File: src/rtl/security_zone_fsm.sv
// Multi-zone armed/entry/alarm controller with built-in entry countdown and latched siren.
// Optional exit delay after arming is enabled by defining SECURITY_EXIT_DELAY_EN.
module security_zone_fsm #(
  parameter int                 N_ZONES      = 4,
  parameter int                 TW           = 8,
  parameter int                 ENTRY_DELAY  = 20,
  parameter int                 EXIT_DELAY   = 30,
  parameter logic [N_ZONES-1:0] INSTANT_MASK = '0
) (
  input  logic               clk,
  input  logic               reset,
  input  logic               arm,
  input  logic               disarm,
  input  logic [N_ZONES-1:0] zone,
  output logic               armed,
  output logic               timer_on,
  output logic               siren,
  output logic [TW-1:0]      remaining,
  output logic [N_ZONES-1:0] zone_latched
);

  // Parameter sanity checks, resolved at elaboration.
  if (N_ZONES < 1 || N_ZONES > 16) begin : g_bad_nzones
    $error("security_zone_fsm: N_ZONES must be 1..16");
  end
  if (ENTRY_DELAY < 1 || ENTRY_DELAY > (2**TW) - 1) begin : g_bad_entry
    $error("security_zone_fsm: ENTRY_DELAY out of range for TW");
  end
  if (EXIT_DELAY < 1 || EXIT_DELAY > (2**TW) - 1) begin : g_bad_exit
    $error("security_zone_fsm: EXIT_DELAY out of range for TW");
  end

  typedef enum logic [2:0] {
    ST_DISARMED = 3'd0,
    ST_ARMED    = 3'd1,
    ST_ENTRY    = 3'd2,
    ST_ALARM    = 3'd3
`ifdef SECURITY_EXIT_DELAY_EN
    ,
    ST_EXIT     = 3'd4
`endif
  } state_t;

  localparam logic [TW-1:0] LP_ENTRY_LOAD = TW'(ENTRY_DELAY - 1);
`ifdef SECURITY_EXIT_DELAY_EN
  localparam logic [TW-1:0] LP_EXIT_LOAD  = TW'(EXIT_DELAY - 1);
`endif

  state_t               r_state;
  state_t               w_state_nxt;
  logic [TW-1:0]        r_cnt;
  logic [TW-1:0]        w_cnt_nxt;
  logic [N_ZONES-1:0]   r_latched;
  logic [N_ZONES-1:0]   w_latched_nxt;
  logic [N_ZONES-1:0]   w_inst;
  logic [N_ZONES-1:0]   w_dly;

  assign w_inst = zone & INSTANT_MASK;
  assign w_dly  = zone & ~INSTANT_MASK;

  always_ff @(posedge clk or posedge reset) begin
    if (reset) begin
      r_state   <= ST_DISARMED;
      r_cnt     <= '0;
      r_latched <= '0;
    end else begin
      r_state   <= w_state_nxt;
      r_cnt     <= w_cnt_nxt;
      r_latched <= w_latched_nxt;
    end
  end

  // The zero test precedes the decrement, so the counter never wraps.
  always_comb begin
    w_state_nxt   = r_state;
    w_cnt_nxt     = r_cnt;
    w_latched_nxt = r_latched;
    if (disarm) begin
      w_state_nxt = ST_DISARMED;
      w_cnt_nxt   = '0;
    end else begin
      case (r_state)
        ST_DISARMED: begin
          if (arm) begin
            w_latched_nxt = '0;
`ifdef SECURITY_EXIT_DELAY_EN
            w_state_nxt   = ST_EXIT;
            w_cnt_nxt     = LP_EXIT_LOAD;
`else
            w_state_nxt   = ST_ARMED;
            w_cnt_nxt     = '0;
`endif
          end
        end
`ifdef SECURITY_EXIT_DELAY_EN
        ST_EXIT: begin
          if (r_cnt == '0) begin
            w_state_nxt = ST_ARMED;
          end else begin
            w_cnt_nxt = r_cnt - TW'(1);
          end
        end
`endif
        ST_ARMED: begin
          w_latched_nxt = r_latched | zone;
          if (|w_inst) begin
            w_state_nxt = ST_ALARM;
          end else if (|w_dly) begin
            w_state_nxt = ST_ENTRY;
            w_cnt_nxt   = LP_ENTRY_LOAD;
          end
        end
        ST_ENTRY: begin
          w_latched_nxt = r_latched | zone;
          if (|w_inst) begin
            w_state_nxt = ST_ALARM;
            w_cnt_nxt   = '0;
          end else if (r_cnt == '0) begin
            w_state_nxt = ST_ALARM;
          end else begin
            w_cnt_nxt = r_cnt - TW'(1);
          end
        end
        ST_ALARM: begin
          w_latched_nxt = r_latched | zone;
        end
        default: begin
          w_state_nxt = ST_DISARMED;
          w_cnt_nxt   = '0;
        end
      endcase
    end
  end

  assign armed = (r_state == ST_ARMED) || (r_state == ST_ENTRY) || (r_state == ST_ALARM);
  assign siren = (r_state == ST_ALARM);
`ifdef SECURITY_EXIT_DELAY_EN
  assign timer_on = (r_state == ST_ENTRY) || (r_state == ST_EXIT);
`else
  assign timer_on = (r_state == ST_ENTRY);
`endif
  assign remaining    = timer_on ? r_cnt : '0;
  assign zone_latched = r_latched;

endmodule

File: config.mk
export PLATFORM = sky130hd
export DESIGN_NAME = security_zone_fsm
export DESIGN_NICKNAME = d
export VERILOG_FILES = /design/src/rtl/security_zone_fsm.sv
export SDC_FILE = /design/constraint.sdc
export NUM_CORES = 1
export LEC_CHECK = 0
export CAP_MARGIN = 10
export CORE_MARGIN = 8
export CORE_UTILIZATION = 48
export CTS_CLUSTER_SIZE = 30
export DETAILED_ROUTE_END_ITERATION = 10
export GPL_TIMING_DRIVEN = 0
export PLACE_DENSITY = 0.78
export RECOVER_POWER = 100
export REMOVE_ABC_BUFFERS = 1
export SETUP_SLACK_MARGIN = 0.05
export SLEW_MARGIN = 20
export SYNTH_ARGS = -nofsm -noshare
export SYNTH_HDL_FRONTEND = slang
export SYNTH_SLANG_ARGS = --single-unit
File: constraint.sdc
create_clock -name clk -period 2.3 [get_ports clk]
set_input_delay 0.23 -clock clk [delete_from_list [all_inputs] [get_ports clk]]
set_output_delay 0.23 -clock clk [all_outputs]
set_load 0.1 [all_outputs]
==> results of run 1 <==
-- timing repair --
action	in CTS	in global routing
hold buffers	0	0
resized for setup	38	0
setup endpoints to repair	11	0
setup buffers	0	0
-- worst paths after layout --
check	from	depth (start not counted)	endpoint	slack, ps
worst max-delay path	r_state[0]$_DFFE_PP0P_	4	remaining[2]	170
worst min-delay path	reset	2	zone_latched[3]$_DFFE_PP0P_	410
worst max register to register	r_state[1]$_DFFE_PP0P_	7	r_cnt[7]$_DFFE_PP0P_	250
worst min register to register	zone_latched[1]$_DFFE_PP0P_	2	zone_latched[1]$_DFFE_PP0P_	520
max in group asynchronous	reset	2	r_cnt[4]$_DFFE_PP0P_	1520
min in group clk	zone_latched[1]$_DFFE_PP0P_	2	zone_latched[1]$_DFFE_PP0P_	520
-- synthesized netlist by cell type (2+ instances only) --
| cell type | count |
|---|---|
| o21ai_0 | 17 |
| dfrtp_1 | 14 |
| nand2_1 | 10 |
| nor2_1 | 9 |
| and2_1 | 8 |
| inv_1 | 8 |
| a21oi_1 | 7 |
| ha_1 | 7 |
| nor2b_1 | 3 |
| nand2b_1 | 2 |
| nor3_1 | 2 |
-- power by group --
| part | total (mW) | internal, mW | leakage (nW) | switching (mW) |
|---|---|---|---|---|
| clock network | 0.180 | 0.0965 | 0.0210 | 0.0831 |
| registers | 0.392 | 0.323 | 0.180 | 0.0694 |
| logic | 1.01 | 0.268 | 0.305 | 0.737 |
| total | 1.58 | 0.688 | 0.506 | 0.889 |
-- cell type report --
cell class | instances | area (um2) | share of cell area
tap | 27 | 33.8 | 0.0286
sequential | 14 | 350 | 0.297
multi-input combinational | 81 | 520 | 0.441
timing repair buffer | 22 | 209 | 0.177
inverter | 8 | 30.0 | 0.0255
clock buffer | 4 | 36.3 | 0.0308
-- cells by family after synthesis --
logic type | Yosys count
buffers and inverters | 9
multiplexers | 2
flip-flops | 14
adder cells (fa/ha/maj) | 7
AO/OA/AOI/OAI | 30
AND/OR/NAND/NOR | 42
-- critical path, cell delays in order, from the launching register on --
cell and delay [ps]:
dfrtp_1 410, inv_1 120, ha_2 360, and2_0 170, clkdlybuf4s18_2 540
-- stage by stage --
stage	area (um2)	util	setup slack [ps]
3_3_place_gp	1170	0.620	-233
6_report	1180	0.627	173
3_5_place_dp	1170	0.620	-252
2_1_floorplan	913	-	-300
4_1_cts	1200	0.640	163
5_1_grt	1180	0.627	77.9
-- flip-flops by register name (all words and copies together), names as in the netlist --
signal and count:
r_cnt 8, zone_latched 4, r_state 2
-- layer usage --
metal | share of wire | track usage
met5 | 0 | 0
met4 | 0.019 | 0.0612
met3 | 0.055 | 0.0194
met2 | 0.50 | 0.215
met1 | 0.42 | 0.138
==> results.sh, run 1 <==
export IMPL_p_per_area_nw_per_um2=1340
export IMPL_tns_ps=0
export IMPL_p_leak_nw=0.506
export IMPL_status="complete, no violations"
export IMPL_post_route_min_period_ps=2130
export IMPL_crit_fanout=17
export IMPL_yosysSeqAreaShare=0.382
export IMPL_maxSlewHeadroom=0.228
export IMPL_die_y_um=59.7
export IMPL_ys_types=28
export IMPL_yosysTopAreaCellShare=0.382
export IMPL_rsz0062_at_grt="no"
export IMPL_die_area_um2=3570
export IMPL_antenna_found_initial=0
export IMPL_antenna_left=0
export IMPL_cts_sinks=14
export IMPL_drive_above_1_share=0.132
export IMPL_max_freq_ghz=0.470
export IMPL_synthCells=104
export IMPL_vias=812
export IMPL_clkTransAtPathRegs_ps=90
export IMPL_overflow=0
export IMPL_yosys_area_share_xor_xnor=0
export IMPL_setup_viol=0
export IMPL_rows=16
export IMPL_grt_pass1_vias=770
export IMPL_synth_async_sr_flop_share=1.00
export IMPL_worst_slew_pin_slew_ps=1160
export IMPL_diodes=0
export IMPL_clockBufferDepth=2
export IMPL_io_pins=23
export IMPL_critPathRequiredTime_ps=2070
export IMPL_arrival_ps=1900
export IMPL_fin_hold_ws_ps=414
export IMPL_grt_pass1_wl_um=3350
export IMPL_synth_simple_area_share=0.241
export IMPL_portBuffers=22
export IMPL_finalPower_mw=1.58
export IMPL_most_common_layout_cells="o21ai_0, dfrtp_1, nand2_1, nor2_1"
export IMPL_area_growth_pct=28.6
export IMPL_ys_flop_type="dfrtp_1"
export IMPL_cts_root_buf="clkbuf_4"
export IMPL_holdCritPathClass="in2async"
export IMPL_yosys_top_cells_area="dfrtp_1, ha_1, o21ai_0, and2_1, nand2_1"
export IMPL_synthAdderAreaFrac=0.0955
export IMPL_via_per_inst=5.21
export IMPL_drt_first_pass_iters=4
export IMPL_grt_max_degree=18
export IMPL_synthMuxAreaShare=0.0232
export IMPL_yosys_warnings=0
export IMPL_drt_total_wl_um=2010
export IMPL_synth_edf_count=0
export IMPL_drc=0
export IMPL_gp_congestion=0.805
export IMPL_place_hpwl_um=1530
export IMPL_place_inst=152
export IMPL_drtIter0Drc=29
export IMPL_synth_top_family_by_area="simple AND/OR/NAND/NOR gates"
export IMPL_path_class="reg2out"
export IMPL_cp_start_kind="register"
export IMPL_die_width_um=59.7
export IMPL_worst_clock_skew_ps=6.22
export IMPL_finalHoldViolCount=0
export IMPL_fillers=183
export IMPL_finalNetCount=145
export IMPL_final_common_cell="o21ai_0"
export IMPL_peakVddDrop_mv=1.03
export IMPL_initial_core_util=0.487
export IMPL_htreeDepth=1
export IMPL_cts_made_buffers=3
export IMPL_clkLatencyLatePin_ps=290
export IMPL_finalNonFillerCells=156
export IMPL_tritoncts="built"
export IMPL_synth_avg_cell_area_um2=8.82
export IMPL_slew_violations=0
export IMPL_core_area_um2=1880
export IMPL_wl_per_cell_um=12.9
export IMPL_period_share=0.925
export IMPL_grtUsageTotal=0.122
export IMPL_synth_top_area_cell="dfrtp_1"
export IMPL_end_kind="primary output"
export IMPL_synth_compound_area_share=0.221
export IMPL_ys_ff_latch=14
export IMPL_max_cap_violations=0
export IMPL_syn_area_um2=917
Power figures use the tool's default switching activity.
==> run 2, diff against run 1 <==
Settings changed: SKIP_LAST_GASP set to 1.
==> run 2 against run 1 <==
Maximum frequency down 0.72%. Core utilization up 0.067 points. Wire length unchanged. Sequential share of layout area about the same. Hold slack about the same. Die area unchanged. First-iteration DRC count unchanged. Register-to-register slack about the same. Critical path depth unchanged. Highest routed layer unchanged.
==> results.sh, run 2 (synthesis results as in run 1) <==
export IMPL_max_cap_violations=0
export IMPL_critPathRequiredTime_ps=2070
export IMPL_cts_hold_buf=0
export IMPL_peakVddDrop_mv=1.03
export IMPL_final_common_cell="o21ai_0"
export IMPL_fillers=182
export IMPL_p_leak_nw=0.505
export IMPL_setup_worst_path_end="remaining[0]"
export IMPL_tns_ps=0
export IMPL_die_area_um2=3570
export IMPL_grt_pass1_wl_um=3350
export IMPL_worst_slew_pin_slew_ps=1160
export IMPL_antenna_found_initial=0
export IMPL_io_pins=23
export IMPL_overflow=0
export IMPL_period_share=0.932
export IMPL_finalNetCount=145
export IMPL_portBuffers=22
export IMPL_finalPower_mw=1.58
export IMPL_place_hpwl_um=1530
export IMPL_rows=16
export IMPL_clockBufferDepth=2
export IMPL_utilization=0.628
export IMPL_r2r_end="r_cnt[7]$_DFFE_PP0P_"
export IMPL_post_route_min_period_ps=2140
export IMPL_diodes=0
export IMPL_slew_violations=0
export IMPL_drive_above_1_share=0.132
export IMPL_fin_area_um2=1180
export IMPL_clkTransAtPathRegs_ps=90
export IMPL_finalHoldViolCount=0
export IMPL_grt_pass1_vias=770
export IMPL_drtIter0Drc=29
export IMPL_drc=0
export IMPL_vias=812
export IMPL_cp_start_kind="register"
export IMPL_maxSlewHeadroom=0.228
export IMPL_regMostFlops="r_cnt"
export IMPL_end_kind="primary output"
export IMPL_arrival_ps=1910
export IMPL_drt_total_wl_um=2010
export IMPL_gp_congestion=0.805
export IMPL_rr_worst_depth=7
export IMPL_cts_root_buf="clkbuf_4"
export IMPL_holdCritPathClass="in2async"
export IMPL_clkLatencyLatePin_ps=290
export IMPL_status="complete, no violations"
export IMPL_p_per_area_nw_per_um2=1340
export IMPL_core_area_um2=1880
export IMPL_largest_reg_flops=8
export IMPL_place_area_um2=1170
export IMPL_drt_first_pass_iters=4
export IMPL_via_per_inst=5.21
export IMPL_cts_sinks=14
export IMPL_rrSetupSlack_ps=250
export IMPL_rsz0062_at_grt="no"
export IMPL_path_class="reg2out"
export IMPL_grtUsageTotal=0.122
export IMPL_die_y_um=59.7
export IMPL_antenna_left=0
export IMPL_setup_viol=0
export IMPL_die_width_um=59.7
export IMPL_htreeDepth=1
export IMPL_wl_per_cell_um=12.9
export IMPL_initial_core_util=0.487
export IMPL_cts_made_buffers=3
export IMPL_fin_hold_ws_ps=415
export IMPL_area_growth_pct=28.8
export IMPL_rr_startpoint="r_state[1]$_DFFE_PP0P_"
export IMPL_grt_max_degree=18
export IMPL_tritoncts="built"
export IMPL_worst_clock_skew_ps=6.22
export IMPL_most_common_layout_cells="o21ai_0, dfrtp_1, nand2_1, nor2_1, inv_1"
export IMPL_crit_fanout=17
export IMPL_max_freq_ghz=0.467
export IMPL_worstSetupStartpoint="r_state[0]$_DFFE_PP0P_"
==> run 2: changes by cell type in the layout (fill, tap and decap cells not counted) <==
cell,change
clkdlybuf4s18_2,-1
clkdlybuf4s15_2,+1
==> run 2: layout make-up <==
| class | instances | area (um2) | area share |
|---|---|---|---|
| multi-input combinational | 81 | 520 | 0.441 |
| clock buffer | 4 | 36.3 | 0.0307 |
| tap | 27 | 33.8 | 0.0286 |
| inverter | 8 | 30.0 | 0.0254 |
| sequential | 14 | 350 | 0.297 |
| timing repair buffer | 22 | 210 | 0.178 |
==> run 2: how the worst min path moves through the flow <==
stage / depth (start not counted) / end / slack [ps] / start
finish: 2 / zone_latched[3]$_DFFE_PP0P_ / 410 / reset
global route: 2 / zone_latched[0]$_DFFE_PP0P_ / 470 / reset
CTS: 2 / zone_latched[3]$_DFFE_PP0P_ / 290 / reset
detailed placement: 2 / zone_latched[1]$_DFFE_PP0P_ / 500 / zone_latched[1]$_DFFE_PP0P_
global placement: 2 / zone_latched[2]$_DFFE_PP0P_ / 500 / zone_latched[2]$_DFFE_PP0P_
floorplan: 1 / r_cnt[0]$_DFFE_PP0P_ / 120 / reset
==> run 2: critical path, cell delays in order, from the launching register on <==
cell,delay (ps)
dfrtp_1,410
inv_1,120
ha_2,360
and2_1,170
clkdlybuf4s15_2,550
==> run 2: where the power goes <==
part / leakage (nW) / internal, mW / switching [mW]
clock: 0.0210 / 0.0965 / 0.0831
combinational: 0.304 / 0.268 / 0.737
sequential: 0.180 / 0.323 / 0.0694
==> run 2: through the flow <==
step           instances  setup slack (ps)
5_1_grt              156              77.9
3_5_place_dp         152              -252
3_3_place_gp         152              -233
6_report             156               157
2_1_floorplan        103              -300
4_1_cts              156             -1.73
==> run 2: timing repair <==
| item | CTS | global route |
|---|---|---|
| buffers inserted | 0 | 0 |
| setup endpoints to repair | 11 | 8 |
| resized for setup | 36 | 1 |
==> run 2: routing by layer <==
layer	part of all wire	GRT usage	wire, um	up-vias
met5	0	0	0	-
met4	0.019	0.0612	38	0
met1	0.42	0.138	849	375
met2	0.50	0.215	1010	21
li1	-	-	-	411
met3	0.055	0.0194	111	5
==> run 3, diff against run 2 <==
--- a/config.mk
+++ b/config.mk
@@ -8,9 +8,9 @@
 export CAP_MARGIN = 10
 export CORE_MARGIN = 8
-export CORE_UTILIZATION = 48
+export CORE_UTILIZATION = 51
 export CTS_CLUSTER_SIZE = 30
 export DETAILED_ROUTE_END_ITERATION = 10
 export GPL_TIMING_DRIVEN = 0
-export PLACE_DENSITY = 0.78
+export PLACE_DENSITY = 0.82
 export RECOVER_POWER = 100
 export REMOVE_ABC_BUFFERS = 1
==> constraint.sdc (replaced) <==
create_clock -name clk -period 2.5 [get_ports clk]
set_input_delay 0.25 -clock clk [delete_from_list [all_inputs] [get_ports clk]]
set_output_delay 0.25 -clock clk [all_outputs]
set_load 0.05 [all_outputs]
==> run 3 against run 2 <==
Die area fell by 4.3%. Register-to-register slack improved by 90 ps. Non-clock buffer count did not move. Cell area fell by 3.2%. Wire length rose by 9.2%. First-iteration DRC count fell by 31%. Sequential share of layout area rose by 0.97 points. Via count rose by 0.25%. Clock skew fell by 1.9 ps. Sequential cell count did not move.
==> results.sh, run 3 (synthesis results as in run 1) <==
export IMPL_rows=15
export IMPL_status="complete, no violations"
export IMPL_regMostFlops="r_cnt"
export IMPL_io_pins=23
export IMPL_max_freq_ghz=0.423
export IMPL_cts_root_buf="clkbuf_4"
export IMPL_via_per_inst=5.29
export IMPL_diodes=0
export IMPL_grt_pass1_wl_um=3570
export IMPL_slew_violations=0
export IMPL_p_per_area_nw_per_um2=1120
export IMPL_clkTransAtPathRegs_ps=90
export IMPL_tritoncts="built"
export IMPL_drive_above_1_share=0.0698
export IMPL_cts_sinks=14
export IMPL_clockBufferDepth=2
export IMPL_post_route_min_period_ps=2360
export IMPL_die_y_um=58.4
export IMPL_arrival_ps=2110
export IMPL_r2r_end="r_cnt[7]$_DFFE_PP0P_"
export IMPL_path_class="reg2out"
export IMPL_antenna_left=0
export IMPL_worst_slew_pin_slew_ps=614
export IMPL_critPathRequiredTime_ps=2250
export IMPL_final_common_cell="o21ai_0"
export IMPL_end_kind="primary output"
export IMPL_most_common_layout_cells="o21ai_0, dfrtp_1, nand2_1, nor2_1, dlygate4sd3_1"
export IMPL_wl_per_cell_um=14.2
export IMPL_period_share=0.946
export IMPL_grt_pass1_vias=787
export IMPL_rr_startpoint="r_state[1]$_DFFE_PP0P_"
export IMPL_vias=814
export IMPL_antenna_found_initial=0
export IMPL_drtIter0Drc=20
export IMPL_die_area_um2=3410
export IMPL_initial_core_util=0.537
export IMPL_die_width_um=58.4
export IMPL_setup_viol=0
export IMPL_cts_setup_buffers=0
export IMPL_maxSlewHeadroom=0.592
export IMPL_crit_fanout=17
export IMPL_grt_max_degree=18
export IMPL_peakVddDrop_mv=0.798
export IMPL_finalNetCount=145
export IMPL_htreeDepth=1
export IMPL_area_growth_pct=24.7
export IMPL_worst_clock_skew_ps=4.32
export IMPL_overflow=0
export IMPL_finalHoldViolCount=0
export IMPL_drt_total_wl_um=2190
export IMPL_tns_ps=0
export IMPL_rsz0062_at_grt="no"
export IMPL_rrSetupSlack_ps=340
export IMPL_max_cap_violations=0
export IMPL_drc=0
export IMPL_holdCritPathClass="in2async"
export IMPL_grtUsageTotal=0.133
export IMPL_cp_start_kind="register"
export IMPL_largest_reg_flops=8
export IMPL_drt_first_pass_iters=4
export IMPL_cts_made_buffers=3
export IMPL_portBuffers=22
export IMPL_core_area_um2=1710
export IMPL_finalPower_mw=1.28
export IMPL_gp_congestion=0.809
export IMPL_clkLatencyLatePin_ps=290
export IMPL_place_hpwl_um=1660
export IMPL_p_leak_nw=0.497
export IMPL_rr_worst_depth=7
export IMPL_worstSetupStartpoint="r_state[0]$_DFFE_PP0P_"
run 3: changes by cell type in the layout (fill, tap and decap cells not counted), sizes merged:
cell	before	now
clkdlybuf4s18	7	0
clkbuf	6	12
clkdlybuf4s15	2	0
dlygate4sd3	6	9
run 3: final cells by class:
class	instances	area [um2]
Sequential cell	14	350
Tap cell	25	31.3
Multi-Input combinational cell	81	526
Fill cell	142	564
Timing Repair Buffer	22	170
Inverter	8	30.0
Clock buffer	4	36.3
run 3: what timing repair did:
action | in CTS | in global routing
hold buffers | 0 | 0
resized for setup | 1 | 8
setup endpoints to repair | 9 | 8
run 3: metal layers:
| metal | share of wire | up-vias | global-route usage |
|---|---|---|---|
| li1 | - | 412 | - |
| met1 | 0.44 | 377 | 0.152 |
| met2 | 0.48 | 20 | 0.224 |
| met3 | 0.058 | 5 | 0.0370 |
| met4 | 0.017 | 0 | 0.0629 |
| met5 | 0 | - | 0 |
run 3: per-stage QoR:
stage | cell area [um2] | hold WS [ps] | cells | setup WS (ps) | util
after global placement | 1160 | 498 | 150 | 284 | 0.682
after global routing | 1140 | 508 | 154 | 71.1 | 0.670
after detailed placement | 1160 | 513 | 150 | 224 | 0.682
after floorplan | 913 | 139 | 103 | 438 | -
final | 1140 | 432 | 154 | 136 | 0.670
after CTS | 1200 | 320 | 154 | 63.0 | 0.705
run 3: worst max-delay path by stage:
| stage | endpoint | slack, ps | cells after the start |
|---|---|---|---|
| after global routing | timer_on | 70 | 3 |
| final | timer_on | 140 | 3 |
| after detailed placement | remaining[7] | 220 | 4 |
| after CTS | remaining[7] | 60 | 4 |
| after floorplan | r_cnt[5]$_DFFE_PP0P_ | 440 | 6 |
| after global placement | remaining[0] | 280 | 4 |
run 3: worst max-delay path, cell delays in order, from the launching register on:
cell	delay [ps]
dfrtp_1	410
inv_1	130
ha_2	370
dlygate4sd3_1	920
run 3: where the power goes:
part	switching, mW	internal, mW
sequential	0.0671	0.297
combinational	0.489	0.256
clock	0.0794	0.0888
